<file path="config.mk">
export PLATFORM = sky130hd
export DESIGN_NAME = stack_sequencer
export DESIGN_NICKNAME = d
export VERILOG_FILES = /design/src/rtl/stack_sequencer.sv
export SDC_FILE = /design/constraint.sdc
export NUM_CORES = 1
export LEC_CHECK = 0
export ABC_AREA = 1
export CELL_PAD_IN_SITES_DETAIL_PLACEMENT = 2
export CELL_PAD_IN_SITES_GLOBAL_PLACEMENT = 2
export CORE_UTILIZATION = 28
export DETAILED_ROUTE_END_ITERATION = 10
export PLACE_DENSITY_LB_ADDON = 0.1
export SLEW_MARGIN = 10
export SYNTH_ARGS = -nofsm -noshare
export SYNTH_HDL_FRONTEND = slang
export SYNTH_SLANG_ARGS = --single-unit
</file>
<file path="constraint.sdc">
create_clock -name clk -period 2.3 [get_ports clk]
set_input_delay 0.345 -clock clk [delete_from_list [all_inputs] [get_ports clk]]
set_output_delay 0.345 -clock clk [all_outputs]
set_load 0.05 [all_outputs]
</file>
<file path="src/rtl/stack_sequencer.sv">
// stack_sequencer
//   Memory-stage sequencer for the stack instructions PUSH, POP, RCALL and RET.
//   Owns the stack pointer and drives the data-memory port for stack accesses.
//   RCALL/RET move the PC in two memory words: the low word at the higher
//   address, the high bits one below it.
//
// Ports
//   clk, rst_n        clock, asynchronous active-low reset
//   start, op_*       issue strobe and one-hot operation select (sampled when idle)
//   push_data         byte to push (PUSH)
//   pc_ret            return address to save (RCALL)
//   mem_rdata         memory read data, valid the cycle after mem_re
//   mem_addr/wdata    memory address / write data
//   mem_we/mem_re     write / read strobes (never both high)
//   sp                current stack pointer
//   busy, done        sequence in progress / last cycle of a sequence
//   pop_valid/data    popped byte (POP)
//   pc_load/target    restored PC (RET)
//   op_err            start issued with op_* not one-hot
module stack_sequencer #(
  parameter int unsigned          DATA_WIDTH = 8,
  parameter int unsigned          PC_WIDTH   = 10,
  parameter int unsigned          SP_WIDTH   = 8,
  parameter logic [SP_WIDTH-1:0]  SP_RESET   = 8'hBF
) (
  input  logic                  clk,
  input  logic                  rst_n,
  input  logic                  start,
  input  logic                  op_push,
  input  logic                  op_pop,
  input  logic                  op_rcall,
  input  logic                  op_ret,
  input  logic [DATA_WIDTH-1:0] push_data,
  input  logic [PC_WIDTH-1:0]   pc_ret,
  input  logic [DATA_WIDTH-1:0] mem_rdata,
  output logic [SP_WIDTH-1:0]   mem_addr,
  output logic [DATA_WIDTH-1:0] mem_wdata,
  output logic                  mem_we,
  output logic                  mem_re,
  output logic [SP_WIDTH-1:0]   sp,
  output logic                  busy,
  output logic                  done,
  output logic                  pop_valid,
  output logic [DATA_WIDTH-1:0] pop_data,
  output logic                  pc_load,
  output logic [PC_WIDTH-1:0]   pc_target,
  output logic                  op_err
);

  localparam int unsigned HI_W = PC_WIDTH - DATA_WIDTH;
  localparam logic [SP_WIDTH-1:0] SP_ONE = {{(SP_WIDTH-1){1'b0}}, 1'b1};

  typedef enum logic [3:0] {
    IDLE,
    PUSH_WR,
    POP_RD,
    POP_CAP,
    CALL_WR_LO,
    CALL_WR_HI,
    RET_RD_HI,
    RET_RD_LO,
    RET_CAP
  } state_e;

  state_e                state_q;
  logic [SP_WIDTH-1:0]   sp_q;
  logic [DATA_WIDTH-1:0] push_data_q;
  logic [PC_WIDTH-1:0]   pc_ret_q;
  logic [HI_W-1:0]       hi_q;
  logic [DATA_WIDTH-1:0] pop_data_q;
  logic [PC_WIDTH-1:0]   pc_target_q;
  logic                  op_err_q;

  logic [SP_WIDTH-1:0]   sp_inc_d;
  logic [SP_WIDTH-1:0]   sp_dec_d;
  logic [3:0]            op_vec;
  logic                  op_onehot;

  // SP arithmetic wraps modulo 2^SP_WIDTH by construction.
  assign sp_inc_d  = sp_q + SP_ONE;
  assign sp_dec_d  = sp_q - SP_ONE;
  assign op_vec    = {op_push, op_pop, op_rcall, op_ret};
  assign op_onehot = $onehot(op_vec);

  always_ff @(posedge clk or negedge rst_n) begin
    if (!rst_n) begin
      state_q     <= IDLE;
      sp_q        <= SP_RESET;
      push_data_q <= '0;
      pc_ret_q    <= '0;
      hi_q        <= '0;
      pop_data_q  <= '0;
      pc_target_q <= '0;
      op_err_q    <= 1'b0;
    end else begin
      op_err_q <= 1'b0;
      case (state_q)
        IDLE: begin
          if (start) begin
            if (op_onehot) begin
              push_data_q <= push_data;
              pc_ret_q    <= pc_ret;
              if (op_push)       state_q <= PUSH_WR;
              else if (op_pop)   state_q <= POP_RD;
              else if (op_rcall) state_q <= CALL_WR_LO;
              else               state_q <= RET_RD_HI;
            end else begin
              op_err_q <= 1'b1;
            end
          end
        end
        PUSH_WR: begin
          sp_q    <= sp_dec_d;
          state_q <= IDLE;
        end
        POP_RD: begin
          sp_q    <= sp_inc_d;
          state_q <= POP_CAP;
        end
        POP_CAP: begin
          pop_data_q <= mem_rdata;
          state_q    <= IDLE;
        end
        CALL_WR_LO: begin
          sp_q    <= sp_dec_d;
          state_q <= CALL_WR_HI;
        end
        CALL_WR_HI: begin
          sp_q    <= sp_dec_d;
          state_q <= IDLE;
        end
        RET_RD_HI: begin
          sp_q    <= sp_inc_d;
          state_q <= RET_RD_LO;
        end
        RET_RD_LO: begin
          // Data from the RET_RD_HI read is on mem_rdata now.
          hi_q    <= mem_rdata[HI_W-1:0];
          sp_q    <= sp_inc_d;
          state_q <= RET_CAP;
        end
        RET_CAP: begin
          pc_target_q <= {hi_q, mem_rdata};
          state_q     <= IDLE;
        end
        default: state_q <= IDLE;
      endcase
    end
  end

  // Outputs decode the registered state; capture states forward mem_rdata
  // in the pulse cycle and the held copy afterwards.
  always_comb begin
    mem_we    = 1'b0;
    mem_re    = 1'b0;
    mem_addr  = '0;
    mem_wdata = '0;
    done      = 1'b0;
    pop_valid = 1'b0;
    pc_load   = 1'b0;
    pop_data  = pop_data_q;
    pc_target = pc_target_q;
    case (state_q)
      PUSH_WR: begin
        mem_we    = 1'b1;
        mem_addr  = sp_q;
        mem_wdata = push_data_q;
        done      = 1'b1;
      end
      POP_RD: begin
        mem_re   = 1'b1;
        mem_addr = sp_inc_d;
      end
      POP_CAP: begin
        pop_valid = 1'b1;
        pop_data  = mem_rdata;
        done      = 1'b1;
      end
      CALL_WR_LO: begin
        mem_we    = 1'b1;
        mem_addr  = sp_q;
        mem_wdata = pc_ret_q[DATA_WIDTH-1:0];
      end
      CALL_WR_HI: begin
        mem_we               = 1'b1;
        mem_addr             = sp_q;
        mem_wdata[HI_W-1:0]  = pc_ret_q[PC_WIDTH-1:DATA_WIDTH];
        done                 = 1'b1;
      end
      RET_RD_HI, RET_RD_LO: begin
        mem_re   = 1'b1;
        mem_addr = sp_inc_d;
      end
      RET_CAP: begin
        pc_load   = 1'b1;
        pc_target = {hi_q, mem_rdata};
        done      = 1'b1;
      end
      default: ;
    endcase
  end

  assign sp     = sp_q;
  assign busy   = (state_q != IDLE);
  assign op_err = op_err_q;

endmodule

</file>
Word level (Yosys, flattened, before mapping)
Index checks and enable logic that the tools add are counted.
{"block": "word_totals", "register_bits": 51, "in_bits": 33, "out_inout_bits": 49, "word_cells": 52}
{"block": "classes", "addsub": 5, "n_eq_ne": 11, "n_mux": 20, "reduce_logical": 8}
{"op": "8-bit case mux with 2 select lines", "n": 2}
{"op": "4-bit case mux with 5 select lines", "n": 1}
{"op": "4-bit by 3-bit == test with 1-bit output (second input constant)", "n": 4}
{"op": "6-bit case mux with 2 select lines", "n": 1}
{"op": "10-bit 2-to-1 mux", "n": 1}
{"op": "8-bit by 1-bit adder with 8-bit output (second input constant)", "n": 1}
{"op": "4-bit by 2-bit == test with 1-bit output (second input constant)", "n": 2}
{"op": "1-bit 2-to-1 mux", "n": 8}
{"op": "4-bit 2-to-1 mux", "n": 2}
{"op": "8-bit 2-to-1 mux", "n": 1}
{"op": "8-bit by 1-bit subtractor with 8-bit output (second input constant)", "n": 1}
{"op": "3-bit 2-to-1 mux", "n": 2}
{"op": "2-bit case mux with 3 select lines", "n": 1}
{"op": "3-bit OR reduction", "n": 2}
{"op": "1-bit by 1-bit adder with 2-bit output", "n": 2}
{"op": "4-bit by 1-bit == test with 1-bit output (second input constant)", "n": 1}
{"op": "4-bit == test (second input constant)", "n": 1}
{"op": "4-bit logical NOT", "n": 1}
{"op": "2-bit != test (second input constant)", "n": 2}
{"op": "4-bit nonzero test", "n": 1}
{"op": "4-bit OR reduction", "n": 1}
{"op": "2-bit by 2-bit adder with 3-bit output", "n": 1}
{"op": "3-bit by 1-bit == test with 1-bit output (second input constant)", "n": 1}
{"op": "3-bit AND reduction", "n": 1}
{"op": "3 further kinds", "n": 3}

Depth between registers and ports, before layout
{"block": "depth", "word_depth": 6, "ltp_mapped": 12}

Least setup slack after synthesis
No wires, ideal clock.
{"block": "synth_timing", "path_kind": "reg2out", "start": "register state_q[3]", "end": "output port pop_data[1]", "arrival_ps": 2880, "setup_slack_ps": -925, "stages_incl_launch_ff": 7, "path_cell_list": "dfrtp_1 inv_1 nand2_1 nor2_1 inv_2 buf_6 o21ai_0"}
{"block": "synth_via", "elab_chain_cells": 2}
{"element": "from (decl)", "line_no": "65", "source": "state_e state_q;"}
{"element": "from (signal assigned)", "line_no": "87", "source": "state_q <= IDLE;"}
{"element": "from (signal assigned)", "line_no": "103", "source": "if (op_push) state_q <= PUSH_WR;"}
{"element": "from (signal assigned)", "line_no": "104", "source": "else if (op_pop) state_q <= POP_RD;"}
{"element": "4-bit by 2-bit == test with 1-bit output", "line_no": "163", "source": "case (state_q)"}
{"element": "8-bit 2-to-1 mux"}
{"element": "to (decl)", "line_no": "44", "source": "output logic [DATA_WIDTH-1:0] pop_data,"}
No other way between the ends.

Worst setup path in the final report
{"block": "layout_timing", "start": "register state_q[2]", "end": "output port mem_addr[2]"}
{"block": "layout_via", "elab_chain_cells": 3}
{"element": "4-bit by 3-bit == test with 1-bit output, or another cell as far along", "line_no": "163"}
{"element": "3-bit OR reduction (no source line)"}
{"element": "8-bit case mux with 2 select lines *", "line_no": "163"}
{"element": "to (decl)", "line_no": "36", "source": "output logic [SP_WIDTH-1:0] mem_addr,"}
Every way passes the cells marked *; elsewhere a longest branch is shown, timed or not.

==> flow_metrics.py <==
metrics = {
    "die": {
        "ios": 82,
        "dieArea_um2": 10200,
        "design.core.area_um2": 9370,
        "rows": 35,
        "fp.dieH_um": 101,
        "die_x_um": 101,
        "start_util_pct": 29.2,
    },
    "worst_setup_path": {
        "worstPathRequired_ns": 1.96,
        "rr_worst_depth": 7,
        "worstSetupStartpointType": "flip-flop",
        "end_kind": "output pin",
        "crit_family": "simple AND/OR/NAND/NOR gates",
        "path_class": "reg -> out",
        "crit_chain": "inv_1 > nand2_1 > nand2_4 > nor3_1 > o21bai_2 > buf_12",
        "critPathArrivalTime_ns": 1.84,
        "worst-path-max-fanout": 15,
        "cp_num_cells": 6,
        "path_buf_inv": 2,
        "crit_slowest_cell": "dfrtp_1",
        "cpPeakStageDelay_ns": 0.47,
    },
    "timing": {
        "whs_ns": 0.144,
        "hold_viol_final": 0,
        "relSlewSlack_pct": 52.8,
        "period_needed_ns": 2.19,
        "tightest_slew_ns": 0.708,
        "setup_viol": 0,
        "fmax_mhz": 457,
        "fin_skew_ns": 0.0111,
        "finalCritPeriodShare_pct": 95.2,
        "finalMaxSlewViolations": 0,
        "worst_slack_ns": 0.110,
    },
    "clock_tree": {
        "h-tree-depth": 2,
        "root_buffer": "clkbuf_8",
        "clock-sinks": 51,
        "cts_made_buffers": 5,
        "clkSlewWorstSetupHoldPaths_ns": 0.11,
        "clock_path_buffers": 2,
        "cts_tree": "built",
        "clk_latency_ns": 0.32,
    },
    "power_and_ir_drop": {
        "p_int_uw": 3520,
        "p_comb_share_pct": 69.8,
        "clkPwrFrac_pct": 7.9,
        "pwr-share-seq_pct": 22.3,
        "peakVddDrop_mv": 0.746,
        "leakage_uw": 0.00217,
        "p_sw_uw": 3770,
        "p_per_area_nw_per_um2": 1630,
        "swShare_pct": 51.7,
    },
    "logic_synthesis": {
        "synth_warnings": 0,
        "synth_ff_type": "dfrtp_1",
        "syn_area_um2": 2740,
        "async_reset_ff_share_pct": 100,
        "yosysTopAreaCellShare_pct": 40.3,
        "syn_area_per_cell_um2": 7.84,
        "ys_seq_elements": 51,
        "netlist_top_cells_area": "dfrtp_1 40%, nand2_1 15%, nand3_1 9.5%, dfstp_2 6.7%, inv_1 4.9%",
        "synth_nets": 388,
        "synth_edf_count": 0,
        "yosys.area.top_type": "dfrtp_1",
        "syn_inst": 349,
        "yosysSeqAreaShare_pct": 47.0,
        "yosysUniqueCellTypes": 32,
    },
    "route": {
        "postRouteAntennaNets": 0,
        "drt-pass1-iter-count": 4,
        "via_per_inst": 4.68,
        "wl_per_cell_um": 16.3,
        "drt_iter0_markers": 39,
        "drc_errors": 0,
        "routed-via-count": 2716,
        "routed_wl_mm": 9.43,
    },
    "layout": {
        "final_layout_size_suffix_gt1_share_pct": 27.3,
        "fin_nets": 489,
        "num-fill-cells": 1043,
        "syn_to_final_growth_pct": 63.1,
        "fin_area_um2": 4460,
        "antenna_cells": 0,
    },
    "status": {
        "status": "complete, no violations",
    },
    "placed_design": {
        "dpl_cell_area_um2": 4150,
        "gp_congestion": 0.784,
        "dp_hpwl_mm": 6.83,
        "dp_slack_ns": -0.709,
        "io_buffers": 81,
    },
    "worst_hold_path": {
        "holdCritPathClass": "in -> async",
    },
    "grt": {
        "grt_pass1_wl_mm": 15.1,
        "grt_usage_pct": 19.4,
        "grt_start_max_net_pins": 52,
        "grt_overflow_total": 0,
        "antenna_found_initial": 0,
        "grt_pass1_vias": 2937,
    },
    "job": {
        "max-cap-violations": 0,
    },
}
## final timing paths
check	end	slack [ns]	start
max	mem_addr[2]	0.11	state_q[2]
min	pc_target_q[6]	0.14	rst_n
max reg2reg	pc_ret_q[0]	0.62	state_q[2]
min reg2reg	pc_target_q[9]	0.49	pc_target_q[9]
max in group asynchronous	state_q[1]	1.64	rst_n
min in group clk	pc_target_q[9]	0.49	pc_target_q[9]
## cells in the mapped netlist, types with 3 or more instances
cell type and count:
nand2_1 111, nand3_1 52, dfrtp_1 44, inv_1 36, o21ai_0 23, nor2_1 19, dfstp_2 7, inv_2 7
o21ai_2 7, buf_2 5, ha_1 5, nor2_4 4, nand2_4 3, nand4_1 3
## cell type report
type | count | area (um^2) | area share [%]
Clock inverter | 3 | 27.5 | 0.617
Clock buffer | 5 | 68.8 | 1.54
Timing Repair Buffer | 102 | 1350 | 30.4
Multi-Input combinational cell | 246 | 1380 | 31.0
Inverter | 44 | 180 | 4.04
Sequential cell | 51 | 1290 | 28.8
Tap cell | 129 | 161 | 3.62
## stage by stage
step	utilization, %	instances	power (uW)	TNS [ns]
floorplan	-	349	4350	-3.34
global placement	44.3	562	6340	-10.53
detailed placement	44.3	562	6480	-14.12
CTS	46.8	577	7220	0
global route	47.6	580	7710	-0.0367
finish	47.6	580	7290	0
## cell families after synthesis
kind of cell / Yosys count / synth area share (%)
DFF: 51 / 47.0
and+or+nand+nor: 198 / 32.6
adders and majority gates: 6 / 3.02
buffers and inverters: 54 / 8.42
AOI/OAI and AO/OA: 39 / 8.65
xor gates and xnor gates: 1 / 0.320
## placed cells by master, fill, tap and decap left out, types with 2 or more instances in the layout
master / netlist / final
nor2_4: 4 / 5
nor2_2: 1 / 2
dlygate4sd2_1: 0 / 2
nor3_1: 2 / 2
nand2_1: 111 / 108
o21ai_4: 0 / 8
nand4_1: 3 / 3
inv_4: 1 / 4
nand3_1: 52 / 52
o21ai_0: 23 / 9
buf_4: 1 / 21
nand2_4: 3 / 4
dfstp_2: 7 / 7
clkdlybuf4s50_1: 0 / 37
o21ai_1: 2 / 10
o21ai_2: 7 / 5
nor2_1: 19 / 17
ha_1: 5 / 5
clkbuf_8: 0 / 5
inv_2: 7 / 7
nand2_2: 1 / 3
inv_1: 36 / 32
buf_8: 0 / 2
dfrtp_1: 44 / 43
buf_12: 0 / 37
nand2_8: 0 / 2
o211ai_1: 2 / 2
## state kept, by name, indices dropped and copies added (netlist names)
register	flops
state_q	4
op_err	1
pop_data_q	8
hi_q	2
pc_target_q	10
push_data_q	8
sp	8
pc_ret_q	10
## timing repair
item | CTS | global route
hold buffers | 0 | 0
buffers inserted | 3 | 3
cloned | 4 | 0
gates resized for setup | 21 | 17
setup endpoints to repair | 38 | 41
pin swaps | 6 | 4
## layer usage
metal | routed length (um) | part of all wire [%] | up-vias | global-route usage, %
li1 | - | - | 1316 | -
met2 | 5060 | 54 | 58 | 36.6
met5 | 0 | 0 | - | 0
met4 | 62 | 0.66 | 0 | 3.34
met1 | 4010 | 43 | 1337 | 23.7
met3 | 298 | 3.2 | 5 | 2.50
## power by group through the flow
stage	clock network [uW]	registers, uW	logic, uW
detailed placement	0	1640	4840
finish	577	1620	5090
CTS	603	1620	4990
global placement	0	1620	4720
global route	629	1680	5400
floorplan	0	1780	2560
Note: power is estimated with default switching activity, not from simulation.
